$ cat src/rtl/axi_if_axil2reg.sv
// axi_if_axil2reg
//   AXI4-Lite slave that turns each host read or write into a single
//   outstanding register-bus request. Out-of-range addresses get DECERR
//   without touching the register bus. A request that sees no reg_ack
//   within TIMEOUT cycles gets SLVERR, so the host never hangs.
//
// Ports
//   clk, s_rst           clock, synchronous active-high reset
//   s_axil_aw*/w*/b*     AXI-lite write address, data and response channels
//   s_axil_ar*/r*        AXI-lite read address and data channels
//   reg_req_*            register request (vld held until ack or timeout)
//   reg_ack, reg_rdata   one-cycle completion pulse and read data
//
// FSM states
//   state    | meaning
//   ST_IDLE  | arbitrate held AW+W / AR entries, decode the address
//   ST_REQ   | register request outstanding, timeout running
//   ST_WRESP | bvalid up, waiting for bready
//   ST_RRESP | rvalid up, waiting for rready

module axi_if_axil2reg #(
   parameter int unsigned AXIL_ADD_W      = 18,
   parameter int unsigned AXIL_DATA_W     = 32,
   parameter int unsigned AXIL_DATA_BYTES = AXIL_DATA_W / 8,
   parameter int unsigned ADD_RANGE       = 2**18,
   parameter int unsigned TIMEOUT         = 1024
) (
   input  logic                       clk,
   input  logic                       s_rst,
   input  logic [AXIL_ADD_W-1:0]      s_axil_awaddr,
   input  logic                       s_axil_awvalid,
   output logic                       s_axil_awready,
   input  logic [AXIL_DATA_W-1:0]     s_axil_wdata,
   input  logic [AXIL_DATA_BYTES-1:0] s_axil_wstrb,
   input  logic                       s_axil_wvalid,
   output logic                       s_axil_wready,
   output logic [1:0]                 s_axil_bresp,
   output logic                       s_axil_bvalid,
   input  logic                       s_axil_bready,
   input  logic [AXIL_ADD_W-1:0]      s_axil_araddr,
   input  logic                       s_axil_arvalid,
   output logic                       s_axil_arready,
   output logic [AXIL_DATA_W-1:0]     s_axil_rdata,
   output logic [1:0]                 s_axil_rresp,
   output logic                       s_axil_rvalid,
   input  logic                       s_axil_rready,
   output logic                       reg_req_vld,
   output logic                       reg_req_wen,
   output logic [AXIL_ADD_W-1:0]      reg_req_add,
   output logic [AXIL_DATA_W-1:0]     reg_req_wdata,
   output logic [AXIL_DATA_BYTES-1:0] reg_req_wstrb,
   input  logic                       reg_ack,
   input  logic [AXIL_DATA_W-1:0]     reg_rdata
);

   localparam logic [1:0] RESP_OKAY   = 2'b00;
   localparam logic [1:0] RESP_SLVERR = 2'b10;
   localparam logic [1:0] RESP_DECERR = 2'b11;

   // Timeout is a down-counter loaded with TIMEOUT-1 on entry to ST_REQ;
   // terminal count 0 marks the last REQ cycle.
   localparam int unsigned      TMR_W    = $clog2(TIMEOUT);
   localparam logic [TMR_W-1:0] TMR_LOAD = TMR_W'(TIMEOUT - 1);

   typedef enum logic [1:0] {ST_IDLE, ST_REQ, ST_WRESP, ST_RRESP} state_t;

   state_t                     state_q, state_d;
   logic                       aw_held_q, aw_held_d, w_held_q, w_held_d, ar_held_q, ar_held_d;
   logic                       awready_q, awready_d, wready_q, wready_d, arready_q, arready_d;
   logic [AXIL_ADD_W-1:0]      aw_addr_q, aw_addr_d, ar_addr_q, ar_addr_d;
   logic [AXIL_DATA_W-1:0]     w_data_q, w_data_d;
   logic [AXIL_DATA_BYTES-1:0] w_strb_q, w_strb_d;
   logic                       last_wr_q, last_wr_d;
   logic [TMR_W-1:0]           tmr_q, tmr_d;
   logic                       bvalid_q, bvalid_d, rvalid_q, rvalid_d;
   logic [1:0]                 bresp_q, bresp_d, rresp_q, rresp_d;
   logic [AXIL_DATA_W-1:0]     rdata_q, rdata_d;
   logic                       req_vld_q, req_vld_d, req_wen_q, req_wen_d;
   logic [AXIL_ADD_W-1:0]      req_add_q, req_add_d;
   logic [AXIL_DATA_W-1:0]     req_wdata_q, req_wdata_d;
   logic [AXIL_DATA_BYTES-1:0] req_wstrb_q, req_wstrb_d;
   logic                       wr_pend, rd_pend, pick_wr;

   function automatic logic addr_oor(input logic [AXIL_ADD_W-1:0] addr);
      return 64'(addr) >= 64'(ADD_RANGE);
   endfunction

   always_comb begin
      state_d     = state_q;
      aw_held_d   = aw_held_q;
      w_held_d    = w_held_q;
      ar_held_d   = ar_held_q;
      aw_addr_d   = aw_addr_q;
      ar_addr_d   = ar_addr_q;
      w_data_d    = w_data_q;
      w_strb_d    = w_strb_q;
      last_wr_d   = last_wr_q;
      tmr_d       = tmr_q;
      bvalid_d    = bvalid_q;
      rvalid_d    = rvalid_q;
      bresp_d     = bresp_q;
      rresp_d     = rresp_q;
      rdata_d     = rdata_q;
      req_vld_d   = req_vld_q;
      req_wen_d   = req_wen_q;
      req_add_d   = req_add_q;
      req_wdata_d = req_wdata_q;
      req_wstrb_d = req_wstrb_q;
      wr_pend     = aw_held_q && w_held_q;
      rd_pend     = ar_held_q;
      // last_wr remembers who won the previous tie, so ties alternate.
      pick_wr     = wr_pend && (!rd_pend || !last_wr_q);

      // Capture only when ready, i.e. the slot is empty, so capture and
      // consumption of the same slot never coincide.
      if (s_axil_awvalid && awready_q) begin
         aw_held_d = 1'b1;
         aw_addr_d = s_axil_awaddr;
      end
      if (s_axil_wvalid && wready_q) begin
         w_held_d = 1'b1;
         w_data_d = s_axil_wdata;
         w_strb_d = s_axil_wstrb;
      end
      if (s_axil_arvalid && arready_q) begin
         ar_held_d = 1'b1;
         ar_addr_d = s_axil_araddr;
      end

      case (state_q)
         ST_IDLE: begin
            if (wr_pend && rd_pend) last_wr_d = pick_wr;
            if (pick_wr) begin
               aw_held_d = 1'b0;
               w_held_d  = 1'b0;
               if (addr_oor(aw_addr_q)) begin
                  bvalid_d = 1'b1;
                  bresp_d  = RESP_DECERR;
                  state_d  = ST_WRESP;
               end else begin
                  req_vld_d   = 1'b1;
                  req_wen_d   = 1'b1;
                  req_add_d   = {aw_addr_q[AXIL_ADD_W-1:2], 2'b00};
                  req_wdata_d = w_data_q;
                  req_wstrb_d = w_strb_q;
                  tmr_d       = TMR_LOAD;
                  state_d     = ST_REQ;
               end
            end else if (rd_pend) begin
               ar_held_d = 1'b0;
               if (addr_oor(ar_addr_q)) begin
                  rvalid_d = 1'b1;
                  rresp_d  = RESP_DECERR;
                  rdata_d  = '0;
                  state_d  = ST_RRESP;
               end else begin
                  req_vld_d = 1'b1;
                  req_wen_d = 1'b0;
                  req_add_d = {ar_addr_q[AXIL_ADD_W-1:2], 2'b00};
                  tmr_d     = TMR_LOAD;
                  state_d   = ST_REQ;
               end
            end
         end
         ST_REQ: begin
            // Ack is tested first so it wins over a coincident timeout.
            if (reg_ack || tmr_q == '0) begin
               req_vld_d = 1'b0;
               if (req_wen_q) begin
                  bvalid_d = 1'b1;
                  bresp_d  = reg_ack ? RESP_OKAY : RESP_SLVERR;
                  state_d  = ST_WRESP;
               end else begin
                  rvalid_d = 1'b1;
                  rresp_d  = reg_ack ? RESP_OKAY : RESP_SLVERR;
                  rdata_d  = reg_ack ? reg_rdata : '0;
                  state_d  = ST_RRESP;
               end
            end else begin
               tmr_d = tmr_q - TMR_W'(1);
            end
         end
         ST_WRESP: begin
            if (s_axil_bready) begin
               bvalid_d = 1'b0;
               state_d  = ST_IDLE;
            end
         end
         ST_RRESP: begin
            if (s_axil_rready) begin
               rvalid_d = 1'b0;
               state_d  = ST_IDLE;
            end
         end
         default: state_d = ST_IDLE;
      endcase

      awready_d = !aw_held_d;
      wready_d  = !w_held_d;
      arready_d = !ar_held_d;
   end

   always_ff @(posedge clk) begin
      if (s_rst) begin
         state_q     <= ST_IDLE;
         aw_held_q   <= 1'b0;
         w_held_q    <= 1'b0;
         ar_held_q   <= 1'b0;
         awready_q   <= 1'b0;
         wready_q    <= 1'b0;
         arready_q   <= 1'b0;
         aw_addr_q   <= '0;
         ar_addr_q   <= '0;
         w_data_q    <= '0;
         w_strb_q    <= '0;
         last_wr_q   <= 1'b0;
         tmr_q       <= '0;
         bvalid_q    <= 1'b0;
         rvalid_q    <= 1'b0;
         bresp_q     <= '0;
         rresp_q     <= '0;
         rdata_q     <= '0;
         req_vld_q   <= 1'b0;
         req_wen_q   <= 1'b0;
         req_add_q   <= '0;
         req_wdata_q <= '0;
         req_wstrb_q <= '0;
      end else begin
         state_q     <= state_d;
         aw_held_q   <= aw_held_d;
         w_held_q    <= w_held_d;
         ar_held_q   <= ar_held_d;
         awready_q   <= awready_d;
         wready_q    <= wready_d;
         arready_q   <= arready_d;
         aw_addr_q   <= aw_addr_d;
         ar_addr_q   <= ar_addr_d;
         w_data_q    <= w_data_d;
         w_strb_q    <= w_strb_d;
         last_wr_q   <= last_wr_d;
         tmr_q       <= tmr_d;
         bvalid_q    <= bvalid_d;
         rvalid_q    <= rvalid_d;
         bresp_q     <= bresp_d;
         rresp_q     <= rresp_d;
         rdata_q     <= rdata_d;
         req_vld_q   <= req_vld_d;
         req_wen_q   <= req_wen_d;
         req_add_q   <= req_add_d;
         req_wdata_q <= req_wdata_d;
         req_wstrb_q <= req_wstrb_d;
      end
   end

   assign s_axil_awready = awready_q;
   assign s_axil_wready  = wready_q;
   assign s_axil_arready = arready_q;
   assign s_axil_bvalid  = bvalid_q;
   assign s_axil_bresp   = bresp_q;
   assign s_axil_rvalid  = rvalid_q;
   assign s_axil_rresp   = rresp_q;
   assign s_axil_rdata   = rdata_q;
   assign reg_req_vld    = req_vld_q;
   assign reg_req_wen    = req_wen_q;
   assign reg_req_add    = req_add_q;
   assign reg_req_wdata  = req_wdata_q;
   assign reg_req_wstrb  = req_wstrb_q;

endmodule

$ cat config.mk
export PLATFORM = sky130hd
export DESIGN_NAME = axi_if_axil2reg
export DESIGN_NICKNAME = d
export VERILOG_FILES = /design/src/rtl/axi_if_axil2reg.sv
export SDC_FILE = /design/constraint.sdc
export NUM_CORES = 1
export LEC_CHECK = 0
export ABC_AREA = 0
export CORE_MARGIN = 2
export CORE_UTILIZATION = 35
export DETAILED_ROUTE_END_ITERATION = 10
export GPL_TIMING_DRIVEN = 0
export RECOVER_POWER = 50
export SLEW_MARGIN = 20
export SYNTH_ARGS = -nofsm -noshare
export SYNTH_HDL_FRONTEND = slang
export SYNTH_SLANG_ARGS = --single-unit
$ cat constraint.sdc
create_clock -name clk -period 2.75 [get_ports clk]
set_clock_uncertainty 0.15 [all_clocks]
set_input_delay 0.825 -clock clk [delete_from_list [all_inputs] [get_ports clk]]
set_output_delay 0.825 -clock clk [all_outputs]
set_load 0.005 [all_outputs]
==> impl_metrics.yaml <==
timing:
  rsz0062_at_grt: "no"
  period_minus_slack_ns: 2.536
  final.setup.tns_ns: 0
  hold_viol: 0
  maxSlewHeadroom_pct: 50.37
  max_freq_mhz: 394.4
  setup_ws_ns: 0.2144
  fin_crit_sh_pct: 92.20
  maxSlewViolCount: 0
  final-setup-viol-count: 0
  worstMarginPinSlew_ns: 0.7445
place:
  gp_congestion: 0.7892
  hpwlAfterDp_um: 13100
  io_buffers: 200
  place_ws_ns: -0.7211
job:
  maxCapViolations: 0
die:
  die_h_um: 139.1
  die_width_um: 139.1
  start_util_pct: 35.59
  dieArea_um2: 19360
  rows: 49
  core_um2: 17960
  ios: 209
hold_path:
  hold_path_class: "reg -> reg"
  hold_start: "reg_req_wdata[4]"
  holdPathEnd: "reg_req_wdata[4]"
  holdPathStages: 2
drt:
  drt-wirelength-per-cell_um: 15.17
  dr.pass1.iters: 4
  drcViolationCount: 0
  viasPerCell: 4.759
  wl_um: 18240
  vias: 5720
  ant_nets: 0
  dr.first_iter.drc_count: 303
global_route:
  grt_pass1_vias: 5443
  grt_pass1_wl_um: 28580
  grt_max_degree: 17
  gr-total-overflow: 0
  antenna_found_initial: 0
  globalRouteTotalUtil_pct: 18.62
power:
  p_leak_uw: 0.003670
  vdd_drop_max_uv: 460.6
  power_density_nw_per_um2: 681.3
layout:
  antenna_cells: 0
  area_delta_synth_final_pct: 46.08
  drive_gt1_share_pct: 5.550
  nNetsFinal: 1073
  final_common_cell: "nand2_1"
  mostFrequentLayoutCells: "219 x nand2_1, 177 x dfxtp_1, 118 x a21oi_1, 118 x clkdlybuf4s50_1, 82 x dlygate4sd3_1"
worst_setup_path:
  cp-start-kind: "input port"
  r2r-end: "reg_req_add[10]"
  worst-r2r-cell-count: 6
  rrSetupSlack_ns: 0.41
  worstSetupPathType: "in -> reg"
  r2r-start: "aw_held_q"
  endpoint_kind: "flip-flop"
  worstPathRequired_ns: 2.88
  cp_max_fo: 10
  worstPathArrival_ns: 2.66
clock_tree:
  worstSkewPairLatency_ns: 0.43
  cts_made_buffers: 17
  cts_hold_buf: 0
  root_buffer: "clkbuf_16"
  clock_path_buffers: 2
  cts.sinks: 177
  htree_levels: 4
  cts_post_setup_buffers_inserted: 0
  path_clk_slew_ns: 0.07
  cts_tree: "done"
synthesis:
  yosys_warnings: 0
  async_flop_share_pct: 0
  avgSynthCellArea_um2: 8.662
  syn_inst: 738
  synth.distinct_cells: 43
  synth-edff-count: 0
  yosys_most_used_dff: "dfxtp_1"
  syn_area_um2: 6392
  seq_area_frac_synth_pct: 55.43
  synth-seq-cells: 177
outcome:
  status: "completed"
worst max path at each step:
stage,start,slack [ns],endpoint,cells past startpoint
after floorplan,reg_ack,0.75,tmr_q[8],4
after global placement,s_rst,-0.70,s_axil_bvalid,5
after CTS,reg_req_wen,0.25,reg_req_wen,1
after global routing,s_rst,0.12,ar_addr_q[10],5
final,s_rst,0.21,reg_req_wdata[1],5
after detailed placement,s_rst,-0.72,ar_addr_q[5],5
synthesized netlist by cell type (all sizes together), types with 2 or more instances:
cell / instances / area share, %
clkbuf: 33 / 1.9
o21ai: 4 / 0.31
and2: 5 / 0.49
mux2i: 18 / 2.8
buf: 22 / 1.8
or3: 2 / 0.20
a211oi: 22 / 2.6
nor4b: 2 / 0.27
xor2: 2 / 0.27
nor4: 3 / 0.53
a21oi: 118 / 9.2
and3: 2 / 0.20
a311oi: 2 / 0.27
nand2b: 4 / 0.39
or2: 2 / 0.20
nor3: 4 / 0.31
nor2b: 2 / 0.20
inv: 5 / 0.29
a22o: 32 / 4.4
nand2: 219 / 13
nor3b: 3 / 0.35
nand3: 5 / 0.39
nor2: 32 / 1.9
dfxtp: 177 / 55
a31oi: 4 / 0.39
stage by stage:
stage / power, µW / hold slack (ns) / utilization (%) / area (µm²) / cells
after global routing: 6658 / 0.3180 / 51.98 / 9338 / 1202
after CTS: 6463 / 0.3037 / 52.03 / 9346 / 1202
after floorplan: 3353 / 0.2821 / - / 6404 / 741
after global placement: 3809 / 0.2890 / 48.39 / 8692 / 1170
after detailed placement: 3814 / 0.2933 / 48.39 / 8692 / 1170
final: 6361 / 0.2995 / 51.98 / 9338 / 1202
flip-flops by register name, summed over array words and instances, names as in the netlist, 2 cells and up:
name           flops
tmr_q             10
w_data_q          32
state_q            2
ar_addr_q         16
aw_addr_q         16
w_strb_q           4
reg_req_wstrb      4
s_axil_rdata      32
reg_req_wdata     32
reg_req_add       16
kinds of logic after synthesis:
| logic type | synth area share (%) |
|---|---|
| AO/OA/AOI/OAI | 18.16 |
| flip-flops | 55.43 |
| buffers and inverters | 4.032 |
| XOR/XNOR | 0.4111 |
| multiplexers | 2.819 |
| adder cells (fa/ha/maj) | 0.1957 |
| AND/OR/NAND/NOR | 18.89 |
| other | 0.05866 |
cell type report:
class	count	area (µm²)
Buffer	55	237.7
Multi-Input combinational cell	504	2599
Tap cell	229	286.5
Fill cell	1740	8626
Inverter	5	18.77
Timing Repair Buffer	200	2002
Clock inverter	13	197.7
Clock buffer	19	452.9
Sequential cell	177	3543
critical path, stage by stage:
cell	delay [ns]
dlygate4sd3_1	0.57
clkbuf_2	0.32
clkbuf_2	0.36
buf_1	0.50
a21oi_1	0.09
routing by layer:
layer | wire (µm) | track usage, % | share of wire (%) | up-vias
li1 | - | - | - | 2951
met1 | 7969 | 23.02 | 44 | 2620
met3 | 1211 | 6.526 | 6.6 | 13
met4 | 195 | 5.210 | 1.1 | 0
met2 | 8861 | 30.88 | 49 | 136
met5 | 0 | 0 | 0 | -
power breakdown:
part | leakage [µW] | switching [µW] | total (µW) | internal [µW]
logic | 0.00191 | 446 | 896 | 450
registers | 0.00144 | 102 | 2820 | 2720
clock network | 0.000320 | 1050 | 2640 | 1590
repair_timing:
item	CTS	global route
hold endpoints to repair	0	0
resized for setup	3	0
setup endpoints to repair	50	0
(Power assumes the default switching activity.)
